File: config.mk
export PLATFORM = sky130hd
export DESIGN_NAME = sonar_sampler
export DESIGN_NICKNAME = d
export VERILOG_FILES = /design/src/rtl/sonar_pkg.sv /design/src/rtl/sonar_avg.sv /design/src/rtl/sonar_sampler.sv
export SDC_FILE = /design/constraint.sdc
export NUM_CORES = 1
export LEC_CHECK = 0
export ABC_AREA = 1
export CAP_MARGIN = 25
export CELL_PAD_IN_SITES_DETAIL_PLACEMENT = 0
export CELL_PAD_IN_SITES_GLOBAL_PLACEMENT = 2
export CORE_ASPECT_RATIO = 1.2
export CORE_MARGIN = 5
export CORE_UTILIZATION = 35
export CTS_CLUSTER_DIAMETER = 100
export DETAILED_ROUTE_END_ITERATION = 8
export GPL_TIMING_DRIVEN = 1
export PLACE_DENSITY_LB_ADDON = 0.1
export REMOVE_ABC_BUFFERS = 1
export SETUP_SLACK_MARGIN = 0.15
export SKIP_LAST_GASP = 1
export SYNTH_ARGS = -nofsm -noshare
export SYNTH_HDL_FRONTEND = slang
export SYNTH_SLANG_ARGS = --single-unit
File: constraint.sdc
create_clock -name clk -period 1.9 [get_ports clk]
set_input_delay 0.57 -clock clk [delete_from_list [all_inputs] [get_ports clk]]
set_output_delay 0.57 -clock clk [all_outputs]
set_load 0.005 [all_outputs]
File: src/rtl/sonar_pkg.sv
// sonar_pkg: shared types and constants for the sonar sampling slice.
// Contents: FSM state enum, WAIT_BUSY cycle limit, driver distance width.
// No ports; imported with "import sonar_pkg::*;".
package sonar_pkg;

  // Distance width delivered by sonar_driver and consumed downstream.
  localparam int DIST_W = 8;

  // Cycles the driver may keep ready high after a request before we give up.
  localparam int BUSY_LIMIT = 4;
  localparam int BUSY_W     = $clog2(BUSY_LIMIT);

  typedef enum logic [2:0] {
    ST_IDLE,
    ST_FIRE,
    ST_WAIT_BUSY,
    ST_WAIT_DONE,
    ST_CAPTURE
  } state_e;

endpackage

File: src/rtl/sonar_avg.sv
// sonar_avg: power-of-two moving average over 2^AVG_LOG2 distance samples.
// Ports: clk, rst_n (async active-low), in_valid/in_data (sample to accept),
//        out_data (average that results from accepting in_data, combinational).
module sonar_avg
  import sonar_pkg::*;
#(
  parameter int AVG_LOG2 = 2
) (
  input  logic              clk,
  input  logic              rst_n,
  input  logic              in_valid,
  input  logic [DIST_W-1:0] in_data,
  output logic [DIST_W-1:0] out_data
);

  localparam int DEPTH = 1 << AVG_LOG2;
  localparam int PW    = (AVG_LOG2 > 0) ? AVG_LOG2 : 1;
  localparam int SUM_W = DIST_W + AVG_LOG2;

  logic [DIST_W-1:0] ring_q [DEPTH];
  logic [SUM_W-1:0]  sum_q, sum_d;
  logic [PW-1:0]     wp_q, wp_d;
  logic              primed_q;

  // The first sample fills every slot, so the average starts at that sample
  // instead of ramping up from zero. Afterwards the slot at wp_q is the oldest.
  always_comb begin
    if (primed_q) begin
      sum_d = sum_q - SUM_W'(ring_q[wp_q]) + SUM_W'(in_data);
    end else begin
      sum_d = SUM_W'(in_data) << AVG_LOG2;
    end
    wp_d     = (wp_q == PW'(DEPTH - 1)) ? '0 : wp_q + 1'b1;
    // Caller registers this the same cycle it asserts in_valid.
    out_data = DIST_W'(sum_d >> AVG_LOG2);
  end

  always_ff @(posedge clk or negedge rst_n) begin
    if (!rst_n) begin
      for (int i = 0; i < DEPTH; i++) ring_q[i] <= '0;
      sum_q    <= '0;
      wp_q     <= '0;
      primed_q <= 1'b0;
    end else if (in_valid) begin
      sum_q <= sum_d;
      if (!primed_q) begin
        for (int i = 0; i < DEPTH; i++) ring_q[i] <= in_data;
        wp_q     <= '0;
        primed_q <= 1'b1;
      end else begin
        ring_q[wp_q] <= in_data;
        wp_q         <= wp_d;
      end
    end
  end

endmodule

File: src/rtl/sonar_sampler.sv
// sonar_sampler: periodic measure scheduler and post-processor for sonar_driver.
// Ports: clk, rst_n (async active-low), enable; measure/sonar_ready/sonar_distance
//        handshake with the driver; dist_out/dist_valid/near/no_echo/fault results.
// Build option: define SONAR_SAMPLER_AVG_EN to smooth dist_out with sonar_avg.
module sonar_sampler
  import sonar_pkg::*;
#(
  parameter int          FREQ        = 50_000_000,
  parameter int          SAMPLE_HZ   = 10,
  parameter int          WDOG_CYCLES = FREQ / 20,
  parameter int          AVG_LOG2    = 2,
  parameter logic [7:0]  NEAR_THRESH = 8'd20
) (
  input  logic              clk,
  input  logic              rst_n,
  input  logic              enable,
  output logic              measure,
  input  logic              sonar_ready,
  input  logic [DIST_W-1:0] sonar_distance,
  output logic [DIST_W-1:0] dist_out,
  output logic              dist_valid,
  output logic              near,
  output logic              no_echo,
  output logic              fault
);

  localparam int PERIOD = FREQ / SAMPLE_HZ;
  localparam int CNT_W  = $clog2(PERIOD);
  localparam int WD_W   = $clog2(WDOG_CYCLES + 1);

  if (AVG_LOG2 < 0 || AVG_LOG2 > 4) begin : g_bad_avg_log2
    $error("sonar_sampler: AVG_LOG2 must be within 0..4");
  end

  // ---------------------------------------------------------------------------
  // Sample-rate counter. tick_q is registered, so the FSM sees it one cycle
  // after the count hits zero and measure follows one cycle after that.
  // ---------------------------------------------------------------------------
  logic [CNT_W-1:0] cnt_q, cnt_d;
  logic             tick_q, tick_d;

  always_comb begin
    tick_d = 1'b0;
    if (!enable) begin
      cnt_d = CNT_W'(PERIOD - 1);
    end else if (cnt_q == '0) begin
      cnt_d  = CNT_W'(PERIOD - 1);
      tick_d = 1'b1;
    end else begin
      cnt_d = cnt_q - 1'b1;
    end
  end

  always_ff @(posedge clk or negedge rst_n) begin
    if (!rst_n) begin
      cnt_q  <= CNT_W'(PERIOD - 1);
      tick_q <= 1'b0;
    end else begin
      cnt_q  <= cnt_d;
      tick_q <= tick_d;
    end
  end

  // ---------------------------------------------------------------------------
  // Result path: either smoothed or raw sample.
  // ---------------------------------------------------------------------------
  state_e            state_q;
  logic [DIST_W-1:0] sample_q;
  logic [DIST_W-1:0] new_dist;

`ifdef SONAR_SAMPLER_AVG_EN
  logic avg_vld;
  assign avg_vld = (state_q == ST_CAPTURE) && (sample_q != '0);

  sonar_avg #(
    .AVG_LOG2 (AVG_LOG2)
  ) u_avg (
    .clk      (clk),
    .rst_n    (rst_n),
    .in_valid (avg_vld),
    .in_data  (sample_q),
    .out_data (new_dist)
  );
`else
  assign new_dist = sample_q;
`endif

  // ---------------------------------------------------------------------------
  // Measurement FSM. Ticks arriving outside IDLE are simply not looked at.
  // ---------------------------------------------------------------------------
  logic [BUSY_W-1:0] bc_q;
  logic [WD_W-1:0]   wd_q;
  logic              measure_q, dist_valid_q, near_q, no_echo_q, fault_q;
  logic [DIST_W-1:0] dist_out_q;

  always_ff @(posedge clk or negedge rst_n) begin
    if (!rst_n) begin
      state_q      <= ST_IDLE;
      sample_q     <= '0;
      bc_q         <= '0;
      wd_q         <= '0;
      measure_q    <= 1'b0;
      dist_out_q   <= '0;
      dist_valid_q <= 1'b0;
      near_q       <= 1'b0;
      no_echo_q    <= 1'b0;
      fault_q      <= 1'b0;
    end else begin
      measure_q    <= 1'b0;
      dist_valid_q <= 1'b0;
      no_echo_q    <= 1'b0;
      case (state_q)
        ST_IDLE: begin
          if (tick_q && sonar_ready) begin
            state_q   <= ST_FIRE;
            measure_q <= 1'b1;
          end
        end
        ST_FIRE: begin
          state_q <= ST_WAIT_BUSY;
          bc_q    <= '0;
        end
        ST_WAIT_BUSY: begin
          if (!sonar_ready) begin
            state_q <= ST_WAIT_DONE;
            wd_q    <= '0;
          end else if (bc_q == BUSY_W'(BUSY_LIMIT - 1)) begin
            fault_q <= 1'b1;
            state_q <= ST_IDLE;
          end else begin
            bc_q <= bc_q + 1'b1;
          end
        end
        ST_WAIT_DONE: begin
          if (sonar_ready) begin
            sample_q <= sonar_distance;
            state_q  <= ST_CAPTURE;
          end else if (wd_q == WD_W'(WDOG_CYCLES - 1)) begin
            fault_q <= 1'b1;
            state_q <= ST_IDLE;
          end else begin
            wd_q <= wd_q + 1'b1;
          end
        end
        ST_CAPTURE: begin
          // A zero distance means the driver heard nothing; keep the last
          // good result rather than reporting an object at zero range.
          if (sample_q == '0) begin
            no_echo_q <= 1'b1;
          end else begin
            dist_out_q   <= new_dist;
            dist_valid_q <= 1'b1;
            near_q       <= (new_dist < NEAR_THRESH);
            fault_q      <= 1'b0;
          end
          state_q <= ST_IDLE;
        end
        default: state_q <= ST_IDLE;
      endcase
    end
  end

  assign measure    = measure_q;
  assign dist_out   = dist_out_q;
  assign dist_valid = dist_valid_q;
  assign near       = near_q;
  assign no_echo    = no_echo_q;
  assign fault      = fault_q;

endmodule
==> Implementation_results.wiki <==
{| class="wikitable"
! Metric !! Value
|-
| Crit path launch || dist_valid
|-
| Root Buffer || sky130_fd_sc_hd__clkbuf_16
|-
| Area added between synthesis and finish || 22.4%
|-
| CTS H-Tree Depth || 3
|-
| Final number of max-transition violations || 0
|-
| Slew at the pin closest to its max-slew limit || 0.416 ns
|-
| Standard cell with the maximum stage delay on the critical path || sky130_fd_sc_hd__clkdlybuf4s50_1
|-
| Setup repair after global routing missed its margin || yes
|-
| Endpoint arrival time on the critical path || 1.14 ns
|-
| Post-layout util || 43.4%
|-
| Bufs and invs on worst path || 1
|-
| Final routed DRC violation total || 0
|-
| Power after layout || 4.85 mW
|-
| PD cells || 1020 nW/um^2
|-
| Fin. Hold Viols || 0
|-
| Largest stage delay on the critical path || 0.49 ns
|-
| HPWL Detailed || 6.87 mm
|-
| Worst Hold Slack || 0.166 ns
|-
| Die span in y || 125 um
|-
| Element type at the critical path end || output port
|-
| Number of top-level design ports || 25
|-
| Cell area reported after detailed placement || 4360 sq um
|-
| Worst reg2reg startpoint || cnt_q[0]
|-
| Largest voltage drop on the vdd net || 0.541 mV
|-
| Placeable core region || 10,900 sq um
|-
| Drt wl/cell || 13.8 um
|-
| Overall die width || 106 um
|-
| Outcome || completed
|-
| Vias in the first global route || 3,332
|-
| Finished layout cell area || 4740 sq um
|-
| Post-layout min period || 1.71 ns
|-
| DIE AREA || 13,300 sq um
|-
| Remaining global-route overflow || 0
|-
| Total of warnings raised by yosys || 0
|-
| Hold buffer count at CTS || 0
|-
| Global Route Usage Sum || 15.6%
|-
| Number of max-cap violations || 0
|-
| Summed instance area of the synthesized netlist || 3870 sq um
|-
| First-pass iteration count of the detailed router || 4
|-
| Cell Int Power || 3.41 mW
|-
| Number of synthesized register bits || 72
|-
| Mean post-synth cell area || 7.55 sq um
|-
| Worst Setup Path Type || reg2out
|-
| Share of total power in the clock network || 37.5%
|-
| Number of DRC markers after the initial detailed-route iteration || 98
|-
| Sequential share of power || 40.5%
|-
| Max Fclk || 585 MHz
|-
| Global-route wire length before repair || 16.4 mm
|-
| Final worst-path cycle share || 90.0%
|-
| Launching element type of the critical path || register
|-
| Max-slew headroom || 72.1%
|-
| Final antenna-violating net count || 0
|-
| Most frequent standard cell in the layout excluding fill and tap cells || sky130_fd_sc_hd__nand2_1
|-
| Initial core utilization || 35.5%
|-
| Most used DFF post-synth || sky130_fd_sc_hd__dfrtp_1
|-
| Number of antenna diodes || 0
|-
| Maximum clock skew at final layout || 0.00486 ns
|-
| Vias post-DR || 3,310
|-
| Number of buffers inserted during clock tree synthesis || 9
|-
| Required time at the endpoint of the critical path || 1.33 ns
|-
| Clock tree from TritonCTS || yes
|-
| Clock sink count || 72
|-
| Site row count || 42
|-
| Combinational share of power || 22.0%
|-
| Fraction of power spent switching nets || 29.7%
|-
| Portion of the post-synthesis area used by sequential elements || 46.9%
|-
| Cells after synthesis || 513
|-
| Number of failing setup endpoints in the final timing report || 0
|-
| Leading cell types in the layout, fill and taps excluded || sky130_fd_sc_hd__nand2_1 (172), sky130_fd_sc_hd__nor2_1 (84), sky130_fd_sc_hd__dfrtp_1 (58)
|-
| Category of cells accounting for the largest share of critical-path delay || buffers and inverters
|-
| Share of flip-flops with an asynchronous set or reset || 100%
|-
| Clock-pin slew on the worst setup and hold paths || 0.06 ns
|-
| IO buf count || 24
|-
| Final estimated routing congestion in global placement || 0.828
|-
| Via count normalized by instance count || 4.77
|-
| Layout cells sized above 1 || 12.6%
|-
| Largest net degree at the start of global routing || 30
|-
| Cells traversed along the worst timing path || clkdlybuf4s50_1
|-
| Static leakage || 2.16 nW
|-
| Net total in the final layout || 573
|-
| Worst Hold Class || in2async
|-
| Number of synthesized flops with an enable pin || 0
|-
| Aggregate routed wire length || 9.55 mm
|-
| Source-to-sink clock delay at the later pin of the worst-skew pair || 0.34 ns
|-
| Post-synth cell types || 37
|-
| Worst-path fanout max || 1
|-
| Maximum clock insertion buffer count || 2
|-
| NetSw || 1.44 mW
|-
| Total Neg Setup Slack || 0 ns
|-
| Number of antenna violations at the first check in global routing || 0
|}
## routing by layer
metal	vias to the layer above	routed length [um]	track usage [%]
li1	1704	-	-
met3	14	248	3.66
met5	-	0	0
met2	35	4880	26.2
met4	0	162	5.56
met1	1557	4260	19.5
## cells by family (layout without fill, tap and decap cells)
kind of cell	Yosys count	after routing	share of synthesized area (%)
DFF	72	72	46.9
and+or+nand+nor	331	331	35.9
AOI/OAI and AO/OA	37	37	5.33
adders and majority gates	4	4	1.29
buffers and inverters	47	96	5.59
xor gates and xnor gates	22	22	4.97
## final cells by class
class / count / area [sq um]
fill: 1154 / 6190
multi-input combinational: 394 / 1890
sequential: 72 / 1820
timing repair buffer: 42 / 403
clock buffer: 13 / 250
tap: 132 / 165
inverter: 37 / 143
clock inverter: 3 / 65.1
timing repair inverter: 1 / 7.51
## final timing paths
path,to,slack (ns),cells past startpoint
setup / recovery,dist_valid,0.19,1
hold / removal,wd_q[2],0.17,1
setup reg to reg,cnt_q[11],0.23,8
hold reg to reg,cnt_q[0],0.47,1
max in group asynchronous,cnt_q[14],1.16,2
min in group clk,cnt_q[0],0.47,1
## cell usage after synthesis, types with 2 or more instances
library cell	count	area share, %
sky130_fd_sc_hd__nand2_1	174	17
sky130_fd_sc_hd__nor2_1	86	8.3
sky130_fd_sc_hd__dfrtp_1	59	38
sky130_fd_sc_hd__nand3_1	40	5.2
sky130_fd_sc_hd__inv_1	36	3.5
sky130_fd_sc_hd__o21ai_0	22	2.8
sky130_fd_sc_hd__xor2_1	18	4.1
sky130_fd_sc_hd__dfstp_2	13	8.8
sky130_fd_sc_hd__nor3_1	9	1.2
sky130_fd_sc_hd__a21oi_1	6	0.77
sky130_fd_sc_hd__nand3b_1	5	0.97
sky130_fd_sc_hd__ha_1	4	1.3
sky130_fd_sc_hd__xnor2_1	4	0.90
sky130_fd_sc_hd__buf_2	3	0.39
sky130_fd_sc_hd__nor2_2	3	0.48
sky130_fd_sc_hd__o21bai_1	3	0.58
sky130_fd_sc_hd__or2_2	3	0.48
sky130_fd_sc_hd__buf_6	2	0.58
sky130_fd_sc_hd__nand2_2	2	0.32
sky130_fd_sc_hd__nor2_4	2	0.58
sky130_fd_sc_hd__o211ai_1	2	0.39
sky130_fd_sc_hd__o21ai_2	2	0.45
## power groups by stage
| stage | Clock [mW] | Combinational [mW] | Sequential, mW |
|---|---|---|---|
| 4_1_cts | 1.87 | 1.09 | 1.96 |
| 5_1_grt | 1.95 | 1.24 | 2.00 |
| 3_3_place_gp | 0 | 1.15 | 1.99 |
| 3_5_place_dp | 0 | 1.15 | 1.99 |
| 6_report | 1.82 | 1.07 | 1.96 |
| 2_1_floorplan | 0 | 0.596 | 1.96 |
## metrics by stage
| step | setup slack (ns) | std cells |
|---|---|---|
| 2_1_floorplan | 0.170 | 503 |
| 3_3_place_gp | 0.0527 | 675 |
| 3_5_place_dp | 0.0136 | 675 |
| 4_1_cts | 0.151 | 691 |
| 5_1_grt | 0.113 | 694 |
| 6_report | 0.190 | 694 |
## state kept, by name, summed over array words and instances, names as in the netlist
signal,cells
bc_q,2
cnt_q,23
dist_out,8
dist_valid,1
fault,1
measure,1
near,1
new_dist,8
no_echo,1
state_q,3
tick_q,1
wd_q,22
## what timing repair did
item / CTS / global route
endpoints found under the setup margin: 11 / 43
gates resized for setup: 11 / 15
setup buffers: 0 / 2
gates cloned: 0 / 1
pin swaps: 0 / 2
(Power assumes the default switching activity.)
